==> src/rtl/intersect_monitor.sv <==
// Single-attempt monitor for A |=> ((B ##1 !B[*] ##1 B) intersect (C[*] ##1 D)) ##1 B ##1 C ##1 D.
// Define INTERSECT_MONITOR_STATS_EN to add saturating pass_count/fail_count outputs.
`timescale 1ns/1ps

module intersect_monitor #(
    parameter int unsigned MAX_LEN = 31
) (
    input  logic       clock,
    input  logic       reset,
    input  logic       A,
    input  logic       B,
    input  logic       C,
    input  logic       D,
    output logic       pass,
    output logic       fail,
    output logic [2:0] fail_code,
    output logic       busy,
    output logic       overrun,
    output logic [7:0] len
`ifdef INTERSECT_MONITOR_STATS_EN
    ,
    output logic [15:0] pass_count,
    output logic [15:0] fail_count
`endif
);

    localparam logic [2:0] IDLE   = 3'd0;
    localparam logic [2:0] START  = 3'd1;
    localparam logic [2:0] MID    = 3'd2;
    localparam logic [2:0] POST_B = 3'd3;
    localparam logic [2:0] POST_C = 3'd4;
    localparam logic [2:0] POST_D = 3'd5;

    localparam logic [7:0] MAX_GAP = 8'(MAX_LEN);

    logic [2:0] state_q,     state_d;
    logic [7:0] gap_q,       gap_d;
    logic [7:0] len_pend_q,  len_pend_d;
    logic [7:0] len_q,       len_d;
    logic [2:0] fail_code_q, fail_code_d;
    logic       pass_q,      pass_d;
    logic       fail_q,      fail_d;
    logic       overrun_q,   overrun_d;

    // NOTE: every variable gets a default before the case so no path infers a latch.
    always_comb begin
        state_d     = state_q;
        gap_d       = gap_q;
        len_pend_d  = len_pend_q;
        len_d       = len_q;
        fail_code_d = fail_code_q;
        pass_d      = 1'b0;
        fail_d      = 1'b0;
        overrun_d   = A && (state_q != IDLE);

        case (state_q)
            IDLE: begin
                if (A) begin
                    state_d = START;
                    gap_d   = 8'd0;
                end
            end
            START: begin
                if (B && C) begin
                    state_d = MID;
                end else begin
                    fail_d      = 1'b1;
                    fail_code_d = 3'd1;
                end
            end
            MID: begin
                if (B) begin
                    // Length is only published once the whole sequence passes.
                    if (D) begin
                        state_d    = POST_B;
                        len_pend_d = gap_q + 8'd1;
                    end else begin
                        fail_d      = 1'b1;
                        fail_code_d = 3'd3;
                    end
                end else if (C) begin
                    if (gap_q < MAX_GAP) begin
                        gap_d = gap_q + 8'd1;
                    end else begin
                        fail_d      = 1'b1;
                        fail_code_d = 3'd7;
                    end
                end else begin
                    fail_d      = 1'b1;
                    fail_code_d = 3'd2;
                end
            end
            POST_B: begin
                if (B) begin
                    state_d = POST_C;
                end else begin
                    fail_d      = 1'b1;
                    fail_code_d = 3'd4;
                end
            end
            POST_C: begin
                if (C) begin
                    state_d = POST_D;
                end else begin
                    fail_d      = 1'b1;
                    fail_code_d = 3'd5;
                end
            end
            POST_D: begin
                if (D) begin
                    pass_d = 1'b1;
                    len_d  = len_pend_q;
                end else begin
                    fail_d      = 1'b1;
                    fail_code_d = 3'd6;
                end
            end
            default: begin
                state_d = IDLE;
            end
        endcase

        if (pass_d || fail_d) begin
            state_d = IDLE;
        end
    end

    // NOTE: sequential state uses non-blocking assignments so all registers update together.
    always_ff @(posedge clock) begin
        if (reset) begin
            state_q     <= IDLE;
            gap_q       <= 8'd0;
            len_pend_q  <= 8'd0;
            len_q       <= 8'd0;
            fail_code_q <= 3'd0;
            pass_q      <= 1'b0;
            fail_q      <= 1'b0;
            overrun_q   <= 1'b0;
        end else begin
            state_q     <= state_d;
            gap_q       <= gap_d;
            len_pend_q  <= len_pend_d;
            len_q       <= len_d;
            fail_code_q <= fail_code_d;
            pass_q      <= pass_d;
            fail_q      <= fail_d;
            overrun_q   <= overrun_d;
        end
    end

`ifdef INTERSECT_MONITOR_STATS_EN
    logic [15:0] pass_count_q;
    logic [15:0] fail_count_q;

    always_ff @(posedge clock) begin
        if (reset) begin
            pass_count_q <= 16'd0;
            fail_count_q <= 16'd0;
        end else begin
            if (pass_d && (pass_count_q != 16'hFFFF)) begin
                pass_count_q <= pass_count_q + 16'd1;
            end
            if (fail_d && (fail_count_q != 16'hFFFF)) begin
                fail_count_q <= fail_count_q + 16'd1;
            end
        end
    end

    assign pass_count = pass_count_q;
    assign fail_count = fail_count_q;
`endif

    assign pass      = pass_q;
    assign fail      = fail_q;
    assign fail_code = fail_code_q;
    assign busy      = (state_q != IDLE);
    assign overrun   = overrun_q;
    assign len       = len_q;

endmodule
==> config.mk <==
export PLATFORM = sky130hd
export DESIGN_NAME = intersect_monitor
export DESIGN_NICKNAME = d
export VERILOG_FILES = /design/src/rtl/intersect_monitor.sv
export SDC_FILE = /design/constraint.sdc
export NUM_CORES = 1
export LEC_CHECK = 0
export ABC_CLOCK_PERIOD_IN_PS = 3100
export BUFFER_PORTS_ARGS = -buffer_cell sky130_fd_sc_hd__buf_2
export CAP_MARGIN = 5
export CORE_ASPECT_RATIO = 1.1
export CORE_MARGIN = 2
export CORE_UTILIZATION = 40
export CTS_CLUSTER_DIAMETER = 60
export DETAILED_ROUTE_END_ITERATION = 12
export PLACE_DENSITY = 0.69
export SYNTH_ARGS = -nofsm -noshare
export SYNTH_HDL_FRONTEND = slang
export SYNTH_SLANG_ARGS = --single-unit
==> constraint.sdc <==
create_clock -name clock -period 3.1 [get_ports clock]
set_clock_uncertainty 0.1 [all_clocks]
set_input_delay 0.62 -clock clock [delete_from_list [all_inputs] [get_ports clock]]
set_output_delay 0.62 -clock clock [all_outputs]
set_load 0.05 [all_outputs]
**Yosys cells after proc, flatten, opt, wreduce, memory -nomap -nowiden**

Index checks and enable logic that the tools add are counted.

- Output and inout bits: 15
- Bits of input ports: 6
- Register bits after elaboration: 33

- Equal/unequal tests: 20
- Mux-type cells: 31
- Magnitude comparators: 1
- Reduce and logical (&&, ||, !) cells: 13
- Add/subtract/negate cells: 1
- Bitwise gates (word level): 1

Operator list:

| kind | number |
|---|---|
| 3-bit two-way mux | 14 |
| 8-bit two-way mux | 4 |
| 2-bit != test, second input constant | 13 |
| 3-bit one-hot mux with 6 select lines | 1 |
| 8-bit one-hot mux with 2 select lines | 1 |
| 3-bit one-hot mux with 5 select lines | 1 |
| 7-bit AND reduction | 2 |
| 1-bit two-way mux | 9 |
| 8-bit by 1-bit adder with 8-bit output, second input constant | 1 |
| 8-bit by 5-bit < comparator with 1-bit output, second input constant | 1 |
| 3-bit by 2-bit == test with 1-bit output, second input constant | 2 |
| 3-bit == test, second input constant | 2 |
| 1-bit one-hot mux with 5 select lines | 1 |
| 5-bit AND reduction | 1 |
| 5-bit nonzero test | 1 |
| 4-bit != test, second input constant | 1 |
| 3-bit by 1-bit == test with 1-bit output, second input constant | 1 |
| 3-bit zero test | 1 |
| 3-bit != test, second input constant | 1 |
| 3-bit AND reduction | 1 |
| 3-bit nonzero test | 1 |
| 1-bit logical AND | 2 |
| 2-bit AND reduction | 1 |
| 2-bit nonzero test | 1 |
| 3 further kinds | 3 |

**Logic depth before layout (Yosys ltp)**

Gate-level depths: netlist of the first run.

- Word-level depth: 7
- Gate-level depth with buffers: 6
- Depth with buffers taken out: 5

**Worst setup path after synthesis of the first run**

No wires, ideal clock.

- Path kind: flip-flop to output port
- Start point: register state_q[1]
- End point: output port busy
- Path slack: 1326 ps
- Arrival: 1054 ps
- Path buffers: 1
- Stages on the path, launching flop included: 3
- Path through: dfxtp_1 > buf_2 > or3_1

- Word-level cells in the longest chain between the ends: 1

Ends and longest elaborated chain:

| what | RTL line | RTL |
|---|---|---|
| start, declared | 36 | `logic [2:0] state_q, state_d;` |
| start signal, assigned | 140 | `state_q <= state_d;` |
| 3-bit nonzero test | 176 | `assign busy = (state_q != IDLE);` |
| end, declared | 17 | `output logic busy,` |

Every way passes these cells.

**Worst setup path in the final report of the first run**

- Start point: register state_q[2]
- End point: output port busy

Same word-level chain as after synthesis.

==> summary.txt, run 1 <==
STA
  – Slew Limit Headroom: 63.8%
  – Hold Vio Cnt, Final: 0
  – Final worst-path cycle share: 68.6%
  – Fin Setup TNS: 0 ns
  – Fmax: 470 MHz
  – Setup violators final: 0
  – Final Max Tran Viols: 0
  – Fin crit period: 2.13 ns
  – Worst slew pin tran: roughly 0.54 ns
  – RSZ-0062 raised after global routing: no

Worst setup path
  – Setup CP Type: flip-flop to output port
  – Startpoint types: flip-flop
  – Flop2flop setup slack: approximately 1.2 ns
  – Crit end category: output port
  – Critical path data required time: 2.38 ns
  – Worst-path maximum fanout: 16
  – Crit path DAT: approximately 1.4 ns

Clocking
  – Reg clk slew, reported paths: 0.07 ns
  – CTS Buffer Depth: 2
  – TritonCTS buffer count: 5
  – CTS sink cnt: 33
  – CTS root buf: clkbuf_8
  – Post-CTS Setup Bufs: 0
  – Post-CTS resize count: 0
  – CTS H-tree lvls: 2
  – CTS tree: done
  – Post-CTS Hold Buffers: 0
  – Clk_lat worst skew: 0.28 ns

GRT
  – Global Route Usage Sum: 14.8%
  – Initial antenna violation count: 0
  – Largest net degree at the start of global routing: 29
  – Vias in the first global route: around 1100
  – Total gr overflow: 0
  – First-pass GRT wire length: 5240 um

Final layout
  – Fillers: 385
  – Fraction of layout instances using a drive strength above 1: 21.6%
  – Diodes inserted: 0
  – Multi-input gate area: 820 um^2
  – NumNets Final: 201
  – Area grow syn2layout: 13.6%
  – Flip-flop and latch area: 661 um^2

Die
  – Die height: between 60 and 70 um
  – Site Rows: 23
  – I/O pin count: 21
  – Width of the die: ~63 um
  – Initial core utilization: around two fifths
  – Die area: 4370 um^2
  – CORE AREA: 3680 um^2

Logic synthesis
  – Number of flops mapped to enable cells by yosys: 0
  – FFs w/ async S/R, synth: 0%
  – Synth top area cells: dfxtp_1, nand2_1, a21oi_1, nor2_1, a2111oi_2
  – Mapped cell area: 1540 um^2
  – Register area share after synthesis: 42.9%
  – Synthesized Nets: 182
  – Syn avg cell area: 8.86 um^2
  – Ys Warns: 0
  – Syn Inst Count: 174
  – Yosys reg bits: 33
  – Main synth FF type: dfxtp_1
  – Area share of the leading cell type in the synthesized netlist: between 40% and 50%
  – Yosys cell types: 50
  – Post-synth top area cell: dfxtp_1

Power
  – Pwr Density: 506 nW/um^2
  – Leakage: 0.000675 uW
  – Worst ir drop on vdd: 0.000247 V
  – Clock network power share: 35.3%
  – Sequential share of power: roughly half
  – Comb pwr share: 14.1%
  – Psw: 254 uW
  – Sw frac: 28.7%
  – Internal power: 632 uW
  – Total chip power: around 890 uW

Placed design
  – Gpl congestion: 0.805
  – Port bufs: 20
  – HPWL after detailed placement: 2100 um

Route
  – WL per Instance: 12.0 um
  – DRC: 0
  – Routed Wire Length: 2940 um
  – Final ANT Viol Nets: 0
  – Pre-Repair DR Iteration Count: 4
  – Vias after detailed routing: around 1200
  – DRT iter0 DRCs: 51
  – Vias per cell: 5.07

Worst hold path
  – Min-delay worst type: flip-flop to flip-flop

Status
  – Status: finished clean

Run
  – Maxcap violations: 0
## power by group through the flow
stage          clock (uW)  sequential [uW]  combinational (uW)
2_1_floorplan           0              470                88.4
3_3_place_gp            0              459                 126
3_5_place_dp            0              458                 126
4_1_cts               325              449                 126
5_1_grt               341              451                 137
6_report              313              449                 125
## worst max-delay path, stage by stage (launching register included)
cell,delay (ns)
dfxtp_1,0.67
or3_1,0.20
buf_2,0.26
## flip-flops by register name (all words and copies together) (netlist names)
| name | cells |
|---|---|
| gap_q | 8 |
| len | 8 |
| len_pend_q | 8 |
| fail_code | 3 |
| state_q | 3 |
| fail | 1 |
| overrun | 1 |
| pass | 1 |
## cell families after synthesis
family          count (synthesis)  synth area share (%)
xor+xnor                        3                  1.70
fa+ha+maj                       2                  1.62
mux                             4                  2.68
buf+inv                        14                  3.98
compound gates                 43                  20.9
simple gates                   75                  26.3
flops                          33                  42.9
## path summary, 6_finish.rpt
check                                start       end  cells past startpoint
worst max-delay path            state_q[2]      busy                      2
worst min-delay path                len[3]    len[3]                      2
worst max register to register  state_q[1]  gap_q[3]                      4
worst min register to register      len[3]    len[3]                      2
## Yosys cell counts, types with 2 or more instances
master and instances:
or2_2 2, and3_1 3, ha_1 2, a21o_1 4, nand2_1 26, o21ai_0 2, a311oi_1 4, buf_2 4
nor2_1 14, a2111oi_2 3, clkbuf_1 3, nand3_1 3, mux2i_1 3, nand2b_1 5, or3_1 2, nand4_1 2
dfxtp_1 33, nor4_1 2, a21oi_1 15, xnor2_1 3, o211ai_1 2, a211oi_1 4, inv_1 6
## cells in the final DEF, fill, tap and decap left out, types with 2 or more instances in the layout
master     instances
ha_1               2
nor4_1             2
inv_1              6
o21ai_0            2
clkbuf_8           5
dfxtp_1           33
nor2_1            14
or3_1              2
and3_1             3
o211ai_1           2
nand2_1           26
a21oi_1           15
a21o_1             4
clkinv_2           2
xnor2_1            3
a211oi_1           4
a2111oi_2          3
nand2b_1           5
nand4_1            2
buf_2             20
nand3_1            3
or2_2              2
mux2i_1            3
a311oi_1           4
## stage by stage
stage	setup slack, ns	instance area (um^2)	utilization (%)	std cells	hold slack (ns)
floorplan	1.33	1540	-	174	0.328
global placement	1.17	1670	45.2	236	0.339
detailed placement	1.12	1670	45.2	236	0.343
CTS	0.972	1750	47.6	244	0.353
global route	0.877	1750	47.6	244	0.368
finish	0.972	1750	47.6	244	0.350
## final cells by class
type                       instances  area share [%]
multi-input combinational        127            46.8
sequential                        33            37.7
timing repair buffer              20            5.71
clock buffer                       5            3.93
tap                               50            3.57
inverter                           6            1.29
clock inverter                     3            1.00
## layer usage
layer  vias up  part of all wire (%)  GRT usage [%]  wire length, um
met5         -                     0              0                0
met4         0                   1.6           6.52               46
met3         4                   4.2           3.92              124
met2        25                    46           23.0             1340
met1       548                    48           19.3             1420
li1        661                     -              -                -
Power figures use the tool's default switching activity.
==> run 2, diff against run 1 <==
Settings changed: ABC_CLOCK_PERIOD_IN_PS 3100 to 1900, PLACE_DENSITY 0.69 to 0.71.
Clock period 3.1 ns to 1.9 ns, I/O delays scaled along.
==> summary.txt, run 2 (same netlist as run 1, synthesis figures left out) <==
Worst setup path
  – Crit end category: flip-flop (was output port)
  – Setup CP Type: flip-flop to flip-flop (was flip-flop to output port)
  – R2R Path End: gap_q[1] (was gap_q[3])
  – Worst r2r src: gap_q[0] (was state_q[1])
  – Startpoint types: flip-flop (unchanged)
  – Crit path DAT: 1.93 ns (was 1.41 ns)
  – Crit path launch: gap_q[0] (was state_q[2])
  – Worst-path maximum fanout: 5 (was 16)
  – Critical path data required time: 2.00 ns (was 2.38 ns)
  – R2R depth: 5 (was 4)
  – Flop2flop setup slack: 0.08 ns (was 1.17 ns)

Die
  – I/O pin count: 21 (unchanged)
  – Site Rows: 23 (unchanged)
  – Die area: 4370 um^2 (unchanged)
  – Width of the die: 63.2 um (unchanged)
  – Initial core utilization: 41.8% (unchanged)
  – Die height: 69.1 um (unchanged)
  – CORE AREA: 3680 um^2 (unchanged)

Route
  – DR WL met3: 162 um (was 124 um)
  – DRC: 0 (unchanged)
  – Metal2 WL: 1480 um (was 1340 um)
  – WL per Instance: 12.5 um (was 12.0 um)
  – DRT iter0 DRCs: 61 (was 51)
  – Top Metal Used: met4 (unchanged)
  – Routed Wire Length: 3120 um (was 2940 um)
  – Vias after detailed routing: 1298 (was 1238)
  – Vias per cell: 5.19 (was 5.07)
  – Pre-Repair DR Iteration Count: 4 (unchanged)
  – M1 WL: 1410 um (was 1420 um)
  – Final ANT Viol Nets: 0 (unchanged)

STA
  – Setup violators final: 0 (unchanged)
  – Final worst-path cycle share: 95.8%
  – Fin crit period: roughly 1.8 ns
  – Worst slew pin tran: 0.379 ns (was 0.543 ns)
  – Slew Limit Headroom: 74.6% (was 63.8%)
  – Fmax: 549 MHz
  – Hold Vio Cnt, Final: 0 (unchanged)
  – Final Max Tran Viols: 0 (unchanged)

Final layout
  – Commonest non-fill, non-tap cells in the layout: dfxtp_1, nand2_1, buf_2 (unchanged)
  – Final core occ: 49.3% (was 47.6%)
  – Fraction of layout instances using a drive strength above 1: 25.5% (was 21.6%)
  – Diodes inserted: 0 (unchanged)
  – Multi-input gate area: 822 um^2 (was 820 um^2)
  – NumNets Final: 207 (was 201)
  – Fillers: 383 (was 385)
  – Most common library cell in the layout ignoring fill and taps: dfxtp_1 (unchanged)
  – Flip-flop and latch area: 663 um^2 (was 661 um^2)
  – Area grow syn2layout: 17.9% (was 13.6%)

Placed design
  – Port bufs: 20 (unchanged)
  – Gpl congestion: 0.826 (was 0.805)
  – HPWL after detailed placement: 2300 um (was 2100 um)

GRT
  – Total gr overflow: 0 (unchanged)
  – Initial antenna violation count: 0 (unchanged)
  – Largest net degree at the start of global routing: 28 (was 29)
  – Vias in the first global route: 1190 (was 1146)
  – First-pass GRT wire length: 5330 um (was 5240 um)
  – Global Route Usage Sum: 15.5% (was 14.8%)

Run
  – Maxcap violations: 0 (unchanged)

Clocking
  – Reg clk slew, reported paths: 0.06 ns (was 0.07 ns)
  – Post-CTS Hold Buffers: 0 (unchanged)
  – Clk_lat worst skew: 0.28 ns (about the same)
  – CTS Buffer Depth: 2 (unchanged)
  – CTS root buf: clkbuf_8 (unchanged)
  – CTS tree: done (unchanged)
  – CTS sink cnt: 33 (unchanged)
  – TritonCTS buffer count: 5 (unchanged)
  – CTS H-tree lvls: 2 (unchanged)

Worst hold path
  – Min-delay worst type: primary input to flip-flop (was flip-flop to flip-flop)
  – Worst hold endpoint: overrun (was len[3])
  – Hold Path Cell Cnt: 2 (unchanged)
  – Hold Crit Start: A (was len[3])

Status
  – Status: finished clean (unchanged)

Power
  – Leakage: 0.000714 uW (was 0.000675 uW)
  – Worst ir drop on vdd: 0.000344 V (was 0.000247 V)
  – Total chip power: 1510 uW (was 887 uW)
  – Pwr Density: 831 nW/um^2 (was 506 nW/um^2)
==> run 2: cell types whose count changed in the layout (fill, tap and decap cells not counted) <==
cell / change
ha_1: -1
clkbuf_8: +2
ha_2: +1
dfxtp_1: -2
dfxtp_2: +2
clkinvlp_4: -1
buf_4: +6
clkinv_2: -1
==> run 2: layout make-up <==
class	count	share of cell area [%]
well taps	50	3.44
multi-input cells	127	45.2
clock inverters	1	0.275
flip-flops and latches	33	36.5
clock buffers	7	5.30
repair buffers	26	7.99
inverters	6	1.24
==> run 2: timing repair <==
item	4_1_cts	5_1_grt
gates resized for setup	0	3
setup endpoints to repair	0	7
setup buffers	0	1
==> run 2: critical path, cell delays in order, from the launching register on <==
cell     delay [ns]
dfxtp_2        0.37
ha_2           0.21
nand4_1        0.20
and4b_2        0.33
or3b_1         0.38
a21oi_1        0.16
==> run 2: per-layer routing <==
metal / global-route usage (%) / up-vias
met5: 0 / -
met4: 7.25 / 0
met3: 4.08 / 6
met2: 25.5 / 36
met1: 18.6 / 590
li1: - / 666
==> run 2: worst max path at each step <==
| stage | to | cells after the start |
|---|---|---|
| floorplan | gap_q[1] | 5 |
| global placement | fail_code[2] | 4 |
| detailed placement | fail_code[2] | 4 |
| CTS | gap_q[1] | 5 |
| global route | gap_q[1] | 5 |
| finish | gap_q[1] | 5 |
==> run 2: where the power goes <==
group,internal [uW],switching (uW)
logic,74.3,140
clock network,327,237
registers,710,21.6
total,1110,399
==> run 2: metrics by stage <==
stage	setup WS, ns	area [um^2]	hold WS (ns)	TNS (ns)	instances
global route	-0.0169	1820	0.264	-0.0169	250
detailed placement	0.0675	1700	0.346	0	241
finish	0.0792	1820	0.254	0	250
floorplan	0.270	1540	0.328	0	174
global placement	0.0793	1700	0.340	0	241
CTS	0.0533	1800	0.249	0	249
==> run 3, diff against run 2 <==
Settings changed: BUFFER_PORTS_ARGS -buffer_cell sky130_fd_sc_hd__buf_2 to -buffer_cell sky130_fd_sc_hd__clkbuf_2, GPL_TIMING_DRIVEN from default to 1.
==> summary.txt, run 3 (same netlist as run 1, synthesis figures left out) <==
Final layout
  – Fillers: 372 (was 383)
  – Final instance count without filler cells: 249 (was 250)
  – NumNets Final: 206 (was 207)
  – Flip-flop and latch area: 661 um^2 (was 663 um^2)
  – Multi-input gate area: 832 um^2 (was 822 um^2)
  – Diodes inserted: 0 (unchanged)
  – Area grow syn2layout: 18.8% (was 17.9%)
  – Most common library cell in the layout ignoring fill and taps: dfxtp_1 (unchanged)
  – Commonest non-fill, non-tap cells in the layout: dfxtp_1, nand2_1, clkbuf_2 (was dfxtp_1, nand2_1, buf_2)
  – Fraction of layout instances using a drive strength above 1: 23.6% (was 25.5%)

Clocking
  – Reg clk slew, reported paths: 0.07 ns (was 0.06 ns)
  – Clk_lat worst skew: 0.28 ns (about the same)
  – CTS sink cnt: 33 (unchanged)
  – CTS H-tree lvls: 2 (unchanged)
  – TritonCTS buffer count: 5 (unchanged)
  – CTS root buf: clkbuf_8 (unchanged)
  – CTS Buffer Depth: 2 (unchanged)
  – CTS tree: done (unchanged)

Die
  – CORE AREA: 3680 um^2 (unchanged)
  – Width of the die: 63.2 um (unchanged)
  – I/O pin count: 21 (unchanged)
  – Site Rows: 23 (unchanged)
  – Die area: 4370 um^2 (unchanged)
  – Initial core utilization: 41.8% (unchanged)
  – Die height: 69.1 um (unchanged)

GRT
  – Largest net degree at the start of global routing: 28 (unchanged)
  – Initial antenna violation count: 0 (unchanged)
  – Global Route Usage Sum: 15.4% (was 15.5%)
  – Total gr overflow: 0 (unchanged)
  – Vias in the first global route: 1165 (was 1190)
  – First-pass GRT wire length: 5300 um (was 5330 um)

Run
  – Maxcap violations: 0 (unchanged)

Worst setup path
  – Crit end category: flip-flop (unchanged)
  – Crit path DAT: 1.91 ns (was 1.93 ns)
  – Worst-path maximum fanout: 11 (was 5)
  – Setup CP Type: flip-flop to flip-flop (unchanged)
  – Startpoint types: flip-flop (unchanged)
  – Critical path data required time: 2.01 ns (was 2.00 ns)

STA
  – Setup violators final: 0 (unchanged)
  – Final Max Tran Viols: 0 (unchanged)
  – Fmax: 555 MHz (was 549 MHz)
  – Worst hold slack: 0.233 ns (was 0.254 ns)
  – Final worst-path cycle share: 94.9% (was 95.8%)
  – Fin Setup TNS: 0 ns (unchanged)
  – Fin crit period: 1.80 ns (was 1.82 ns)
  – RSZ-0062 raised after global routing: no
  – Hold Vio Cnt, Final: 0 (unchanged)
  – Worst slew pin tran: 0.479 ns (was 0.379 ns)
  – Slew Limit Headroom: 68.0% (was 74.6%)

Power
  – Worst ir drop on vdd: 0.000386 V (was 0.000344 V)
  – Sequential share of power: 44.8% (was 48.5%)
  – Leakage: 0.000702 uW (was 0.000714 uW)
  – Pwr Density: 884 nW/um^2 (was 831 nW/um^2)
  – Psw: 406 uW (was 399 uW)
  – Internal power: 1210 uW (was 1110 uW)
  – Clock network power share: 41.5% (was 37.3%)
  – Sw frac: 25.0% (was 26.4%)
  – Comb pwr share: 13.7% (was 14.2%)
  – Total chip power: 1620 uW (was 1510 uW)

Placed design
  – Placed insts: 241 (unchanged)
  – HPWL after detailed placement: 2200 um (was 2300 um)
  – Gpl congestion: 0.878 (was 0.826)
  – Port bufs: 20 (unchanged)

Route
  – Pre-Repair DR Iteration Count: 4 (unchanged)
  – DRT iter0 DRCs: 48 (was 61)
  – Final ANT Viol Nets: 0 (unchanged)
  – Vias after detailed routing: 1299 (was 1298)
  – DRC: 0 (unchanged)
  – Routed Wire Length: 3070 um (was 3120 um)
  – Vias per cell: 5.22 (was 5.19)
  – WL per Instance: 12.3 um (was 12.5 um)

Worst hold path
  – Min-delay worst type: primary input to flip-flop (unchanged)

Status
  – Status: finished clean (unchanged)
[run 3: cell count changes in the layout (fill, tap and decap cells not counted)]
cell,delta
clkinv_2,-1
bufinv_16,+1
buf_4,-1
ha_4,+1
clkbuf_2,+20
ha_2,-1
dfxtp_1,+2
clkbuf_1,+1
clkbuf_8,-1
buf_2,-20
dfxtp_2,-2
[run 3: area by class of cell]
class | instances | area share [%]
Clock buffer | 7 | 4.71
Clock inverter | 1 | 1.64
Inverter | 6 | 1.23
Multi-Input combinational cell | 127 | 45.4
Sequential cell | 33 | 36.1
Tap cell | 50 | 3.42
Timing Repair Buffer | 25 | 7.51
[run 3: path summary, 6_finish.rpt]
path	slack, ns	startpoint	cells past startpoint	to
setup / recovery	0.1	state_q[2]	4	gap_q[1]
hold / removal	0.23	A	2	overrun
setup reg to reg	0.1	state_q[2]	4	gap_q[1]
hold reg to reg	0.35	len_pend_q[2]	2	len[2]
[run 3: worst max-delay path, stage by stage (launching register included)]
cell	delay [ns]
dfxtp_1	0.55
or3b_4	0.26
and4b_2	0.27
or3b_1	0.39
a21oi_1	0.16
[run 3: timing repair]
| action | 4_1_cts | 5_1_grt |
|---|---|---|
| setup endpoints to repair | 0 | 1 |
| resized for setup | 0 | 2 |
| hold buffers | 0 | 0 |
| buffers inserted | 0 | 0 |
[run 3: power by group through the flow]
stage | clock, uW | combinational [uW] | sequential [uW]
after floorplan | 0 | 144 | 767
after global placement | 0 | 221 | 741
after detailed placement | 0 | 221 | 741
after CTS | 688 | 223 | 725
after global routing | 718 | 241 | 728
final | 672 | 222 | 726
[run 3: per-stage QoR]
step,cell area [um^2],utilization (%),setup slack [ns]
after global routing,1830,49.7,0.0215
after global placement,1700,46.2,0.167
final,1830,49.7,0.0978
after floorplan,1540,-,0.270
after detailed placement,1700,46.2,0.161
after CTS,1820,49.4,0.105
[run 3: layer usage]
layer | global-route usage [%] | share of wire, % | vias to the layer above
met3 | 4.89 | 4.6 | 8
li1 | - | - | 666
met2 | 24.0 | 46 | 29
met1 | 19.0 | 46 | 596
met5 | 0 | 0 | -
met4 | 7.97 | 2.8 | 0
